<file path="src/rtl/bit_demodulator_if.sv">
// rtl/bit_demodulator_if.sv - sample stream in / recovered bit out bundle for bit_demodulator
//
// Purpose: groups the ADC-side sample stream and the recovered-bit strobe.
// Signals:
//   sample_valid  qualifies sample, ref_wave and bit_start
//   sample        12-bit offset-binary ADC sample (midscale 2048)
//   ref_wave      12-bit offset-binary local carrier, phase-aligned to sample
//   bit_start     marks the first sample of a bit
//   bit_out       last decided bit
//   bit_valid     one-cycle strobe, new bit_out
// Modports:
//   master  sample source / bit consumer
//   slave   demodulator
interface bit_demodulator_if;
  logic        sample_valid;
  logic [11:0] sample;
  logic [11:0] ref_wave;
  logic        bit_start;
  logic        bit_out;
  logic        bit_valid;

  modport master (
    output sample_valid,
    output sample,
    output ref_wave,
    output bit_start,
    input  bit_out,
    input  bit_valid
  );

  modport slave (
    input  sample_valid,
    input  sample,
    input  ref_wave,
    input  bit_start,
    output bit_out,
    output bit_valid
  );
endinterface

</file>
<file path="src/rtl/bit_demodulator.sv">
// rtl/bit_demodulator.sv - ASK/BPSK correlating bit demodulator
//
// Purpose: centres each ADC sample and the local carrier reference, forms a
// per-sample term (BPSK: s*r, ASK: |s|), integrates SAMPLES_PER_BIT terms and
// emits one decided bit per bit period with a registered one-cycle strobe.
// Framing is free-running once the first bit_start has been seen; a later
// bit_start resynchronises the bit boundary.
//
// Optional feature macro: DEMOD_BIT_COUNT_EN (decided-bit counter).
//
// Ports:
//   clk            system clock, rising edge
//   reset          asynchronous active-high reset
//   enable         level; low returns the block to IDLE
//   mode           0 = ASK, 1 = BPSK; latched at the first sample of a bit
//   ask_threshold  unsigned ASK decision threshold in accumulator units
//   s_if           sample stream in, bit_out / bit_valid out (slave modport)
//   busy           high while integrating
//   bit_count      decided-bit counter, 0 when the counter is not built
module bit_demodulator #(
  parameter int SAMPLES_PER_BIT = 16,
  parameter int ACC_W           = 40
) (
  input  logic             clk,
  input  logic             reset,
  input  logic             enable,
  input  logic             mode,
  input  logic [ACC_W-1:0] ask_threshold,
  bit_demodulator_if.slave s_if,
  output logic             busy,
  output logic [15:0]      bit_count
);

  localparam int                CNT_W    = (SAMPLES_PER_BIT > 2) ? $clog2(SAMPLES_PER_BIT) : 1;
  localparam logic [CNT_W-1:0]  LAST_CNT = CNT_W'(SAMPLES_PER_BIT - 1);

  typedef enum logic [1:0] {
    ST_IDLE       = 2'd0,
    ST_WAIT_START = 2'd1,
    ST_INTEGRATE  = 2'd2
  } state_t;

  state_t                  state_q, state_d;
  logic signed [ACC_W-1:0] acc_q, acc_d;
  logic [CNT_W-1:0]        cnt_q, cnt_d;
  logic                    mode_q, mode_d;
  logic                    bit_out_q, bit_out_d;
  logic                    bit_valid_q, bit_valid_d;

  // Sample datapath
  logic signed [12:0]      s_c;
  logic signed [12:0]      r_c;
  logic signed [25:0]      prod_c;
  logic [12:0]             abs_c;
  logic                    first_c;
  logic                    term_mode_c;
  logic signed [ACC_W-1:0] term_c;
  logic signed [ACC_W-1:0] sum_c;
  logic                    decision_c;

  always_comb begin
    s_c    = $signed({1'b0, s_if.sample})   - 13'sd2048;
    r_c    = $signed({1'b0, s_if.ref_wave}) - 13'sd2048;
    prod_c = s_c * r_c;
    // 13 bits hold |-2048| = 2048 without overflow
    abs_c  = s_c[12] ? -s_c : s_c;

    // The first sample of a bit (fresh frame or resync) uses the live mode
    // input, because that is the sample at which mode gets latched.
    first_c     = s_if.bit_start || (cnt_q == '0);
    term_mode_c = first_c ? mode : mode_q;

    if (term_mode_c) begin
      term_c = {{(ACC_W-26){prod_c[25]}}, prod_c};
    end else begin
      term_c = {{(ACC_W-13){1'b0}}, abs_c};
    end

    sum_c = acc_q + term_c;

    // BPSK: strictly positive sum; ASK: strictly above threshold. The last
    // sample of a bit is never the first, so mode_q is the right mode here.
    if (mode_q) begin
      decision_c = !sum_c[ACC_W-1] && (sum_c != '0);
    end else begin
      decision_c = $unsigned(sum_c) > ask_threshold;
    end
  end

  // Next-state and output logic
  always_comb begin
    state_d     = state_q;
    acc_d       = acc_q;
    cnt_d       = cnt_q;
    mode_d      = mode_q;
    bit_out_d   = bit_out_q;
    bit_valid_d = 1'b0;

    case (state_q)
      ST_IDLE: begin
        acc_d = '0;
        cnt_d = '0;
        if (enable) begin
          state_d = ST_WAIT_START;
        end
      end

      ST_WAIT_START: begin
        if (s_if.sample_valid && s_if.bit_start) begin
          acc_d   = term_c;
          cnt_d   = CNT_W'(1);
          mode_d  = mode;
          state_d = ST_INTEGRATE;
        end
      end

      ST_INTEGRATE: begin
        if (s_if.sample_valid) begin
          if (first_c) begin
            // New frame or resync: any partial sum is dropped. Resync wins
            // over a coinciding last sample, so no decision is made then.
            acc_d  = term_c;
            cnt_d  = CNT_W'(1);
            mode_d = mode;
          end else if (cnt_q == LAST_CNT) begin
            bit_out_d   = decision_c;
            bit_valid_d = 1'b1;
            acc_d       = '0;
            cnt_d       = '0;
          end else begin
            acc_d = sum_c;
            cnt_d = cnt_q + CNT_W'(1);
          end
        end
      end

      default: begin
        state_d = ST_IDLE;
        acc_d   = '0;
        cnt_d   = '0;
      end
    endcase

    // Dropping enable discards the partial bit from any state; bit_out holds.
    if (!enable) begin
      state_d     = ST_IDLE;
      acc_d       = '0;
      cnt_d       = '0;
      mode_d      = mode_q;
      bit_out_d   = bit_out_q;
      bit_valid_d = 1'b0;
    end
  end

  always_ff @(posedge clk or posedge reset) begin
    if (reset) begin
      state_q     <= ST_IDLE;
      acc_q       <= '0;
      cnt_q       <= '0;
      mode_q      <= 1'b0;
      bit_out_q   <= 1'b0;
      bit_valid_q <= 1'b0;
    end else begin
      state_q     <= state_d;
      acc_q       <= acc_d;
      cnt_q       <= cnt_d;
      mode_q      <= mode_d;
      bit_out_q   <= bit_out_d;
      bit_valid_q <= bit_valid_d;
    end
  end

`ifdef DEMOD_BIT_COUNT_EN
  // Counts alongside the bit_valid pulse; wraps naturally at 16 bits and is
  // deliberately untouched by enable.
  logic [15:0] bit_count_q, bit_count_d;

  always_comb begin
    bit_count_d = bit_count_q;
    if (bit_valid_d) begin
      bit_count_d = bit_count_q + 16'd1;
    end
  end

  always_ff @(posedge clk or posedge reset) begin
    if (reset) begin
      bit_count_q <= 16'd0;
    end else begin
      bit_count_q <= bit_count_d;
    end
  end

  assign bit_count = bit_count_q;
`else
  assign bit_count = 16'd0;
`endif

  assign s_if.bit_out   = bit_out_q;
  assign s_if.bit_valid = bit_valid_q;
  assign busy           = (state_q == ST_INTEGRATE);

endmodule

</file>
<file path="src/flat_wrapper.sv">
// flat-port wrapper written by rule: the top's interface ports become plain ports
module bit_demodulator_flat 
#(
  parameter int SAMPLES_PER_BIT = 16,
  parameter int ACC_W           = 40
)
  (clk, reset, enable, mode, ask_threshold, busy, bit_count, s_if_sample_valid, s_if_sample, s_if_ref_wave, s_if_bit_start, s_if_bit_out, s_if_bit_valid);
  bit_demodulator_if s_if_i ();
  input  logic clk;
  input  logic reset;
  input  logic enable;
  input  logic mode;
  input  logic [ACC_W-1:0] ask_threshold;
  output logic busy;
  output logic [15:0] bit_count;
  input wire logic [$bits(s_if_i.sample_valid)-1:0] s_if_sample_valid;
  input wire logic [$bits(s_if_i.sample)-1:0] s_if_sample;
  input wire logic [$bits(s_if_i.ref_wave)-1:0] s_if_ref_wave;
  input wire logic [$bits(s_if_i.bit_start)-1:0] s_if_bit_start;
  output wire logic [$bits(s_if_i.bit_out)-1:0] s_if_bit_out;
  output wire logic [$bits(s_if_i.bit_valid)-1:0] s_if_bit_valid;
  assign s_if_i.sample_valid = s_if_sample_valid;
  assign s_if_i.sample = s_if_sample;
  assign s_if_i.ref_wave = s_if_ref_wave;
  assign s_if_i.bit_start = s_if_bit_start;
  assign s_if_bit_out = s_if_i.bit_out;
  assign s_if_bit_valid = s_if_i.bit_valid;
  bit_demodulator #(.SAMPLES_PER_BIT(SAMPLES_PER_BIT), .ACC_W(ACC_W)) u_core (.clk(clk), .reset(reset), .enable(enable), .mode(mode), .ask_threshold(ask_threshold), .s_if(s_if_i), .busy(busy), .bit_count(bit_count));
endmodule
</file>
<file path="config.mk">
export PLATFORM = sky130hd
export DESIGN_NAME = bit_demodulator_flat
export DESIGN_NICKNAME = d
export VERILOG_FILES = /design/src/rtl/bit_demodulator_if.sv /design/src/rtl/bit_demodulator.sv /design/src/flat_wrapper.sv
export SDC_FILE = /design/constraint.sdc
export NUM_CORES = 1
export LEC_CHECK = 0
export BUFFER_PORTS_ARGS = -buffer_cell sky130_fd_sc_hd__buf_2
export CAP_MARGIN = 20
export CORE_ASPECT_RATIO = 0.5
export CORE_UTILIZATION = 28
export DETAILED_ROUTE_END_ITERATION = 7
export RECOVER_POWER = 100
export SETUP_SLACK_MARGIN = 0.02
export SLEW_MARGIN = 15
export SYNTH_ARGS = -nofsm -noshare
export SYNTH_HDL_FRONTEND = slang
export SYNTH_SLANG_ARGS = --single-unit
</file>
<file path="constraint.sdc">
create_clock -name clk -period 6.4 [get_ports clk]
set_input_delay 0.32 -clock clk [delete_from_list [all_inputs] [get_ports clk]]
set_output_delay 0.32 -clock clk [all_outputs]
set_load 0.005 [all_outputs]
</file>
==> results of run 1 <==
==> stage by stage <==
stage,instance area [um^2],hold WS [ps]
after detailed placement,15920,479.2
after floorplan,12840,422.4
after global routing,17960,336.8
after CTS,17100,233.6
final,17960,329.8
after global placement,15920,469.2
==> cells in the mapped netlist, types with 8 or more instances <==
master	count
nand2_1	138
dfrtp_1	49
a211oi_1	10
nor3_1	22
a21o_1	30
fa_1	157
nor2b_1	14
or4_1	8
xnor2_1	41
a31oi_1	10
o21a_1	10
a22o_1	18
and2_1	66
a22oi_1	20
o21ai_0	75
nand2b_1	23
xor2_1	20
ha_1	140
o22ai_1	11
nor4_1	9
nor2_1	75
buf_4	17
inv_1	243
a21oi_1	68
nand3_1	21
o211ai_1	11
or3_1	10
nand4_1	14
clkbuf_1	57
==> final cells by class <==
cell class / instances / area, um^2
well taps: 588 / 735.7
inverters: 244 / 920.9
diodes: 1 / 2.502
multi-input cells: 1141 / 11210
clock buffers: 5 / 125.1
flip-flops and latches: 49 / 1226
fillers: 4259 / 25680
repair buffers: 483 / 3697
clock inverters: 3 / 47.55
==> layer usage <==
layer  GRT usage (%)  routed length (um)
met3           1.606                1343
met4           5.638                1251
met1           23.28               17540
met5               0                   0
met2           30.37               19720
==> state kept, by name, indices dropped and copies added, names as in the netlist <==
signal and cells:
u_core.acc_q 40, u_core.cnt_q 4, u_core.mode_q 1, u_core.s_if.bit_out 1, u_core.s_if.bit_valid 1, u_core.state_q 2
==> tightest hold or removal path: stages <==
cell	delay (ps)
buf_2	140
nand3_1	70
o21ai_0	70
==> worst max-delay path by stage <==
stage | start | end | slack, ps | cells after the start
after global routing | s_if_ref_wave[9] | u_core.s_if.bit_out$_DFFE_PP0P_ | -3040 | 41
after global placement | s_if_sample[5] | u_core.s_if.bit_out$_DFFE_PP0P_ | -3020 | 41
final | s_if_ref_wave[11] | u_core.s_if.bit_out$_DFFE_PP0P_ | -2620 | 40
after floorplan | s_if_sample[3] | u_core.s_if.bit_out$_DFFE_PP0P_ | -2690 | 43
after detailed placement | s_if_sample[5] | u_core.s_if.bit_out$_DFFE_PP0P_ | -3180 | 41
after CTS | s_if_sample[3] | u_core.s_if.bit_out$_DFFE_PP0P_ | -2630 | 40
==> timing repair <==
item | in CTS | in global routing
setup buffers | 71 | 33
resized for setup | 113 | 167
setup endpoints to repair | 30 | 31
hold endpoints to repair | 0 | 0
pin swaps | 52 | 95
==> logic make-up after synthesis <==
group / Yosys count / share of synthesized area [%]
xor gates and xnor gates: 62 / 4.435
DFF: 49 / 9.877
buffers and inverters: 321 / 10.24
other: 1 / 0.03021
AOI/OAI and AO/OA: 328 / 18.00
and+or+nand+nor: 431 / 17.41
adders and majority gates: 297 / 39.43
muxes: 7 / 0.5846
==> impl_results.md, run 1 <==
* Status: finished, violations left
* Failing checks: capacitance limit, slew limit, setup timing
* Skew-Pair Late Insertion Delay at 310 ps
* Max-cap violations at 2
* Die Y at 150.9 um
* Largest area contributor in the netlist: fa_1
* Sum Neg Setup Slack at -31670 ps
* CP most frequent cell: a21o_1
* Critical path type: primary input to register
* Crit path time final at between 9000 and 10000 ps
* Via Count at 12120
* Slew @ Worst Pin at 3020 ps
* Prevailing post-synth register cell: dfrtp_1
* Port buffer count at a little over 70
* Die ar. at roughly 0.045 mm^2
* Most common cell after layout, fill and taps aside: buf_4
* Post-synth cell types at 84
* Reg2reg start: u_core.cnt_q[0]$_DFFE_PP0P_
* Yosys top cell area share at 25.32%
* Post-synthesis cell count at 1496
* Clock Skew at 7.065 ps
* Worst Hold End: u_core.state_q[1]$_DFFE_PP0P_
* Number of clock sinks at 49
* Max Fclk at around 110 MHz
* Worst-path clk slew at 80 ps
* CP Launch Type: primary input
* CTS tree: done
* Initial DRC count at roughly 780
* Most area-consuming cells after synthesis: fa_1 25%, ha_1 14%, dfrtp_1 9.9%
* H-tree depth at 2
* Ports at approximately 90
* Hold_buf cts at 0
* Worst path required time at 6590 ps
* Post-synth EDFFs at 0
* Placed cells at 2414
* Initial Util at between 20% and 30%
* Core region area at between 0.04 and 0.05 mm^2
* Final Util at 41.16%
* Slew headroom at -101.3%
* CP delay by family, top: adder cells
* CTS Buffer Depth at 2
* Flops & latches, synth at 49
* Max-slew violation count at between 90 and 100
* Share of cells above drive strength 1 at a little over a third
* Routed Wire Length at approximately 40000 um
* Ys async rst share at 100.0%
* Synthesized area at 0.01241 mm^2
* Die Span X at between 200 and 300 um
* Remaining Overflow, GRT at 0
* CTS root buffer: clkbuf_16
* CP Max Fanout at 7
* Vias in the first global route at 12180
* Rows at 54
* First-pass GRT wire length at 63650 um
* WHS Path Cells at 3
* Mean post-synth cell area at 8.298 um^2
* Fin. Hold Viols at 0
* Non-filler cells in the finished layout at between 2000 and 3000
* Final Cycle Share at 140.9%
* R2r setup slk at 260 ps
* Largest net degree at the start of global routing at 50
* Hold wc startpoint: enable
* Most frequent cells in the layout: 351 x buf_4, 225 x inv_1, 152 x fa_1
* Max incr delay on CP at 520 ps
* Drt first pass iters at 6
* Worst min path class: primary input to register
* Setup WS pre-CTS at -3179 ps
* Final setup violation count at 29
* Slowest-stage cell, CP: or4_4
* Crit path DAT at a little over 9000 ps
* RSZ-0062 raised after global routing: true
* CP Buf/Inv Count at 4
* Routed wire per std cell at between 15 and 20 um
* Overall Global Routing Usage at ~18%
* Worst Setup End Kind: register
* Setup slack after layout at -2616 ps
* R2R Path End: u_core.s_if.bit_out$_DFFE_PP0P_
* DR DRC count at 0
* DP HPWL at approximately 31000 um
* Final Wtd Congestion at about 0.89
* Register area share after synthesis at 9.877%
* Initial antenna violation count at 1
* FF-to-FF path depth at 29
* Synthesis-to-layout area growth at 44.71%
* Total CTS buffers at 5
* Final Net Count at 2291
* Syn. warnings at 0
* Via/cell ratio at 4.821
* Final ANT Viol Nets at 0
Power of run 1 is not shown: default switching activity piles up to over one toggle a cycle in this logic, so the estimate is an artifact.
==> run 2: changes to the inputs <==
--- a/config.mk
+++ b/config.mk
@@ -10,6 +10,7 @@
 export CORE_ASPECT_RATIO = 0.5
 export CORE_UTILIZATION = 28
 export DETAILED_ROUTE_END_ITERATION = 7
+export MAX_ROUTING_LAYER = met4
 export RECOVER_POWER = 100
 export SETUP_SLACK_MARGIN = 0.02
 export SLEW_MARGIN = 15
==> constraint.sdc (replaced) <==
create_clock -name clk -period 11.1 [get_ports clk]
set_input_delay 1.665 -clock clk [delete_from_list [all_inputs] [get_ports clk]]
set_output_delay 1.665 -clock clk [all_outputs]
set_load 0.005 [all_outputs]
==> run 2 against run 1 <==
Design area down 21%. First-iteration DRC count fell by 24%. Global-route usage shrank 2.6 points. Highest routed layer unchanged. Largest cell class unchanged. The flow finishes with violations (capacitance limit, slew limit). Worst setup slack better by 3100 ps. Via count decreased by 12%. Final cell count down 12%. Critical path depth rose by 2. Routed wire length down 19%. Clock skew down 3.9 ps.
==> impl_results.md, run 2 (same netlist as run 1, synthesis figures left out) <==
* Max Fclk at 94.39 MHz
* Worst-path clk slew at 70 ps (about the same)
* Initial Util at 28.44% (unchanged)
* Slowest-stage cell, CP: fa_1
* Ports at 89 (unchanged)
* Rows at 54 (unchanged)
* Vias in the first global route at 10620 (-13%)
* Share of cells above drive strength 1 at 13.50% (-23 points)
* Crit path DAT at 10770 ps (+1570 ps)
* Fin. Hold Viols at 0 (unchanged)
* Most common cell after layout, fill and taps aside: inv_1
* CP Max Fanout at 7 (unchanged)
* DR DRC count at 0 (unchanged)
* Overall Global Routing Usage at 14.98% (-2.6 points)
* Most frequent cells in the layout: 243 x inv_1, 156 x fa_1, 138 x nand2_1
* Final Cycle Share at 95.45%
* Biggest register: u_core.acc_q
* Final Wtd Congestion at 0.9460 (+6.0%)
* Setup WS pre-CTS at -216.9 ps (+2962 ps)
* CP most frequent cell: a21o_1
* Drt first pass iters at 5 (-1)
* CP Launch Type: primary input
* Largest net degree at the start of global routing at 50 (unchanged)
* Initial antenna violation count at 1 (unchanged)
* Fillers at 4583 (+7.6%)
* Synthesis-to-layout area growth at 14.76%
* FF-to-FF path depth at 29 (unchanged)
* Worst Setup End Kind: register
* Max incr delay on CP at 540 ps (+20 ps)
* Final ANT Viol Nets at 0 (unchanged)
* ANT cells at 0 (-1)
* Setup slack after layout at 505.3 ps (+3121 ps)
* Final setup violation count at 0 (-100%)
* Max-cap violations at 3 (+1)
* Final Net Count at 1988 (-13%)
* Max-slew violation count at 123 (+24%)
* Via Count at 10620 (-12%)
* Number of flip-flops in the largest register at 40 (unchanged)
* RSZ-0062 raised after global routing: false
* Critical path type: primary input to register
* Routed wire per std cell at 14.62 um (-7.8%)
* Remaining Overflow, GRT at 0 (unchanged)
* Hold_buf cts at 0 (unchanged)
* Worst min path class: register to register
* Total CTS buffers at 5 (unchanged)
* Worst path required time at 11280 ps (+4690 ps)
* DP HPWL at 26770 um (-14%)
* Die ar. at 0.04523 mm^2 (unchanged)
* Port buffer count at 72 (unchanged)
* Clock Skew at 3.144 ps (-3.921 ps)
* Crit path time final at 10590 ps
* Largest regs: u_core.acc_q: 40 flops, u_core.cnt_q: 4 flops, u_core.state_q: 2 flops
* Core region area at 0.04365 mm^2 (unchanged)
* First-pass GRT wire length at 53390 um (-16%)
* Initial DRC count at 592 (-24%)
* H-tree depth at 2 (unchanged)
* Die Span X at 299.8 um (unchanged)
* CTS root buffer: clkbuf_16
* Via/cell ratio at 4.804 (-0.35%)
* Routed Wire Length at 32310 um (-19%)
* Failing checks: capacitance limit, slew limit
* Skew-Pair Late Insertion Delay at 310 ps (about the same)
* Slew headroom at -100.5% (+0.85 points)
* WHS Path Cells at 2 (-1)
* Number of clock sinks at 49 (unchanged)
* CTS Buffer Depth at 2 (unchanged)
* Status: finished, violations left
* Slew @ Worst Pin at 3007 ps (-12.76 ps)
* Die Y at 150.9 um (unchanged)
* CTS tree: done
==> run 2: cell count changes in the layout (fill, tap and decap cells not counted), sizes merged <==
cell,before,now
buf,471,164
clkbuf,17,23
inv,246,244
bufinv,1,0
clkinv,0,1
diode,1,0
==> run 2: final timing paths <==
kind                                                   endpoint                   startpoint  slack (ps)
worst min register to register      u_core.acc_q[2]$_DFFE_PP0P_  u_core.acc_q[2]$_DFFE_PP0P_         490
worst max-delay path            u_core.s_if.bit_out$_DFFE_PP0P_             s_if_ref_wave[1]         510
min in group asynchronous           u_core.cnt_q[2]$_DFFE_PP0P_                        reset        2500
worst max register to register  u_core.s_if.bit_out$_DFFE_PP0P_  u_core.cnt_q[0]$_DFFE_PP0P_        4260
max in group asynchronous          u_core.acc_q[10]$_DFFE_PP0P_                        reset        6910
worst min-delay path                u_core.acc_q[2]$_DFFE_PP0P_  u_core.acc_q[2]$_DFFE_PP0P_         490
==> run 2: cell type report <==
type / count / area (um^2) / area share (%)
Tap cell: 588 / 735.7 / 5.164
Clock buffer: 7 / 152.6 / 1.071
Timing Repair Buffer: 180 / 1149 / 8.063
Inverter: 244 / 918.4 / 6.446
Clock inverter: 1 / 5.005 / 0.03513
Multi-Input combinational cell: 1141 / 10060 / 70.61
Sequential cell: 49 / 1226 / 8.607
==> run 2: critical path: cells and delay by family <==
| kind | cells | cell delay, ps |
|---|---|---|
| simple gates | 8 | 1280 |
| xor+xnor | 3 | 550 |
| buf+inv | 6 | 460 |
| compound gates | 16 | 2940 |
| fa+ha+maj | 9 | 3840 |
==> run 2: timing repair <==
item,4_1_cts,5_1_grt
buffers inserted,0,7
gates resized for setup,0,18
endpoints found under the setup margin,0,1
==> run 2: per-layer routing <==
| metal | track usage [%] | vias up | routed length (um) |
|---|---|---|---|
| met5 | - | - | 0 |
| met4 | 2.347 | 0 | 376 |
| met2 | 25.06 | 168 | 15260 |
| li1 | - | 5214 | - |
| met3 | 1.850 | 30 | 1239 |
| met1 | 19.77 | 5204 | 15430 |
==> run 2: per-stage QoR <==
stage / util [%] / TNS [ps] / instances / area [um^2] / hold WS (ps)
2_1_floorplan: - / 0 / 1511 / 12480 / 456.3
3_3_place_gp: 32.03 / -2.585 / 2193 / 13980 / 472.6
3_5_place_dp: 32.03 / -216.9 / 2193 / 13980 / 483.1
4_1_cts: 32.39 / 0 / 2201 / 14140 / 500.5
5_1_grt: 32.64 / 0 / 2210 / 14250 / 526.0
6_report: 32.64 / 0 / 2210 / 14250 / 491.9
Power of run 2 is left out for the same reason.
==> run 3: changes to the inputs <==
--- a/config.mk
+++ b/config.mk
@@ -8,9 +8,10 @@
 export BUFFER_PORTS_ARGS = -buffer_cell sky130_fd_sc_hd__buf_2
 export CAP_MARGIN = 20
 export CORE_ASPECT_RATIO = 0.5
-export CORE_UTILIZATION = 28
+export CORE_UTILIZATION = 58
 export DETAILED_ROUTE_END_ITERATION = 7
 export MAX_ROUTING_LAYER = met4
+export PLACE_DENSITY = 0.77
 export RECOVER_POWER = 100
 export SETUP_SLACK_MARGIN = 0.02
 export SLEW_MARGIN = 15
==> run 3 against run 2 <==
The run still ends with capacitance limit, slew limit left. Final cell count is 15% lower. Count of clock-buffer cells in the layout is 1 lower. Worst hold slack hardly changed. Non-clock buffer count is 24 lower. Worst setup slack worse by 150 ps. Die area is 51% lower. Largest cell class unchanged. Highest routed layer unchanged.
==> impl_results.md, run 3 (same netlist as run 1, synthesis figures left out) <==
* FF+latch area at 0.001226 mm^2 (unchanged)
* Core region area at 0.02074 mm^2 (-52%)
* CTS root buffer: clkbuf_16
* Max Fclk at 93.06 MHz (-1.4%)
* Placed cells at 1861 (-15%)
* CTS tree: done
* Non-filler cells in the finished layout at 1871 (-15%)
* Reg2reg start: u_core.cnt_q[0]$_DFFE_PP0P_
* Multi-input logic area at 0.01003 mm^2 (-0.29%)
* Rows at 37 (-31%)
* Initial DRC count at 956 (+61%)
* Final Net Count at 1964 (-1.2%)
* Die Y at 105.5 um (-30%)
* Final Cycle Share at 96.81% (+1.4 points)
* ANT cells at 0 (unchanged)
* Skew-Pair Late Insertion Delay at 310 ps (about the same)
* Slew headroom at -103.3% (-2.8 points)
* R2r setup slk at 3940 ps (-320 ps)
* Remaining Overflow, GRT at 0 (unchanged)
* Setup WS pre-CTS at -242.3 ps (-25.40 ps)
* Via Count at 11020 (+3.8%)
* Final Wtd Congestion at 1.012 (+7.0%)
* Status: finished, violations left
* Largest regs: u_core.acc_q: 40 flops, u_core.cnt_q: 4 flops, u_core.state_q: 2 flops
* Worst Setup End Kind: register
* Largest net degree at the start of global routing at 50 (unchanged)
* RSZ-0062 raised after global routing: false
* R2R Path End: u_core.s_if.bit_out$_DFFE_PP0P_
* Initial antenna violation count at 0 (-1)
* Die Span X at 208.9 um (-30%)
* DP HPWL at 28430 um (+6.2%)
* Synthesis-to-layout area growth at 10.05%
* Worst path required time at 11290 ps (about the same)
* Clock Skew at 5.446 ps (+2.302 ps)
* Most frequent cells in the layout: 243 x inv_1, 157 x fa_1, 140 x ha_1
* Die ar. at 0.02203 mm^2 (-51%)
* Share of cells above drive strength 1 at 12.27% (-1.2 points)
* Number of flip-flops in the largest register at 40 (unchanged)
* CP most frequent cell: a21o_1
* Fin. Hold Viols at 0 (unchanged)
* Max incr delay on CP at 560 ps (+20 ps)
* Max-cap violations at 3 (unchanged)
* Initial Util at 59.86% (+31 points)
* Final setup violation count at 0 (unchanged)
* DR DRC count at 0 (unchanged)
* Drt first pass iters at 5 (unchanged)
* Slew @ Worst Pin at 3050 ps (+42.32 ps)
* H-tree depth at 2 (unchanged)
* Slowest-stage cell, CP: fa_1
* Critical path type: primary input to register
* Max-slew violation count at 122 (-0.81%)
* Total CTS buffers at 5 (unchanged)
* Crit path time final at 10750 ps (+151.1 ps)
* Failing checks: capacitance limit, slew limit
* Setup slack after layout at 354.2 ps (-151.1 ps)
* First-pass GRT wire length at 57550 um (+7.8%)
* FF-to-FF path depth at 29 (unchanged)
* Worst min path class: register to register
* Worst Hold End: u_core.acc_q[4]$_DFFE_PP0P_
* Fillers at 1743 (-62%)
* WHS Path Cells at 2 (unchanged)
* Worst-path clk slew at 80 ps (about the same)
* CP Max Fanout at 7 (unchanged)
* Crit path DAT at 10930 ps (+160 ps)
* CTS Buffer Depth at 2 (unchanged)
* Number of clock sinks at 49 (unchanged)
* Vias in the first global route at 11240 (+5.9%)
* CP Launch Type: primary input
* Ports at 89 (unchanged)
* Overall Global Routing Usage at 33.94% (+19 points)
* Port buffer count at 72 (unchanged)
* Final ANT Viol Nets at 0 (unchanged)
* Routed wire per std cell at 18.38 um (+26%)
* Biggest register: u_core.acc_q
* Routed Wire Length at 34400 um (+6.5%)
* Via/cell ratio at 5.889 (+23%)
* Hold wc startpoint: u_core.acc_q[4]$_DFFE_PP0P_
* Most common cell after layout, fill and taps aside: inv_1
## run 3: worst max-delay path by stage
stage | slack [ps] | cells past startpoint | startpoint | endpoint
6_report | 350 | 40 | s_if_ref_wave[11] | u_core.s_if.bit_out$_DFFE_PP0P_
3_3_place_gp | 4 | 40 | s_if_ref_wave[11] | u_core.s_if.bit_out$_DFFE_PP0P_
2_1_floorplan | 60 | 42 | s_if_sample[3] | u_core.s_if.bit_out$_DFFE_PP0P_
5_1_grt | 0.08 | 42 | s_if_ref_wave[3] | u_core.s_if.bit_out$_DFFE_PP0P_
4_1_cts | 30 | 40 | s_if_ref_wave[11] | u_core.s_if.bit_out$_DFFE_PP0P_
3_5_place_dp | -240 | 40 | s_if_ref_wave[11] | u_core.s_if.bit_out$_DFFE_PP0P_
## run 3: worst max-delay path: cells and delay by family
kind / cells / cell delay (ps)
buffers and inverters: 4 / 300
and+or+nand+nor: 8 / 1470
AOI/OAI and AO/OA: 16 / 3000
xor gates and xnor gates: 3 / 520
adders and majority gates: 9 / 3960
## run 3: area by class of cell
type / instances / share of cell area (%)
clock buffers: 6 / 1.017
clock inverters: 2 / 0.2747
inverters: 244 / 6.722
multi-input cells: 1141 / 73.42
flip-flops and latches: 49 / 8.975
well taps: 273 / 2.500
repair buffers: 156 / 7.089
## run 3: timing repair
item,4_1_cts,5_1_grt
setup endpoints to repair,1,1
hold buffers,0,0
pin swaps,0,13
setup buffers,0,2
gates resized for setup,1,13
gates cloned,0,0
## run 3: through the flow
step           hold slack (ps)  instance area, um^2  TNS, ps  util (%)
6_report                 491.5                13660        0     65.87
5_1_grt                  519.9                13660        0     65.87
4_1_cts                  498.4                13630        0     65.70
3_5_place_dp             481.3                13450   -242.3     64.85
3_3_place_gp             471.1                13450        0     64.85
2_1_floorplan            456.3                12480        0         -
## run 3: metal layers
layer | GRT usage (%) | up-vias | part of all wire, %
met1 | 46.95 | 5307 | 44
met2 | 52.88 | 501 | 45
met5 | - | - | 0
li1 | - | 5160 | -
met4 | 7.826 | 0 | 2.0
met3 | 4.946 | 50 | 8.6
Power of run 3 is left out for the same reason.
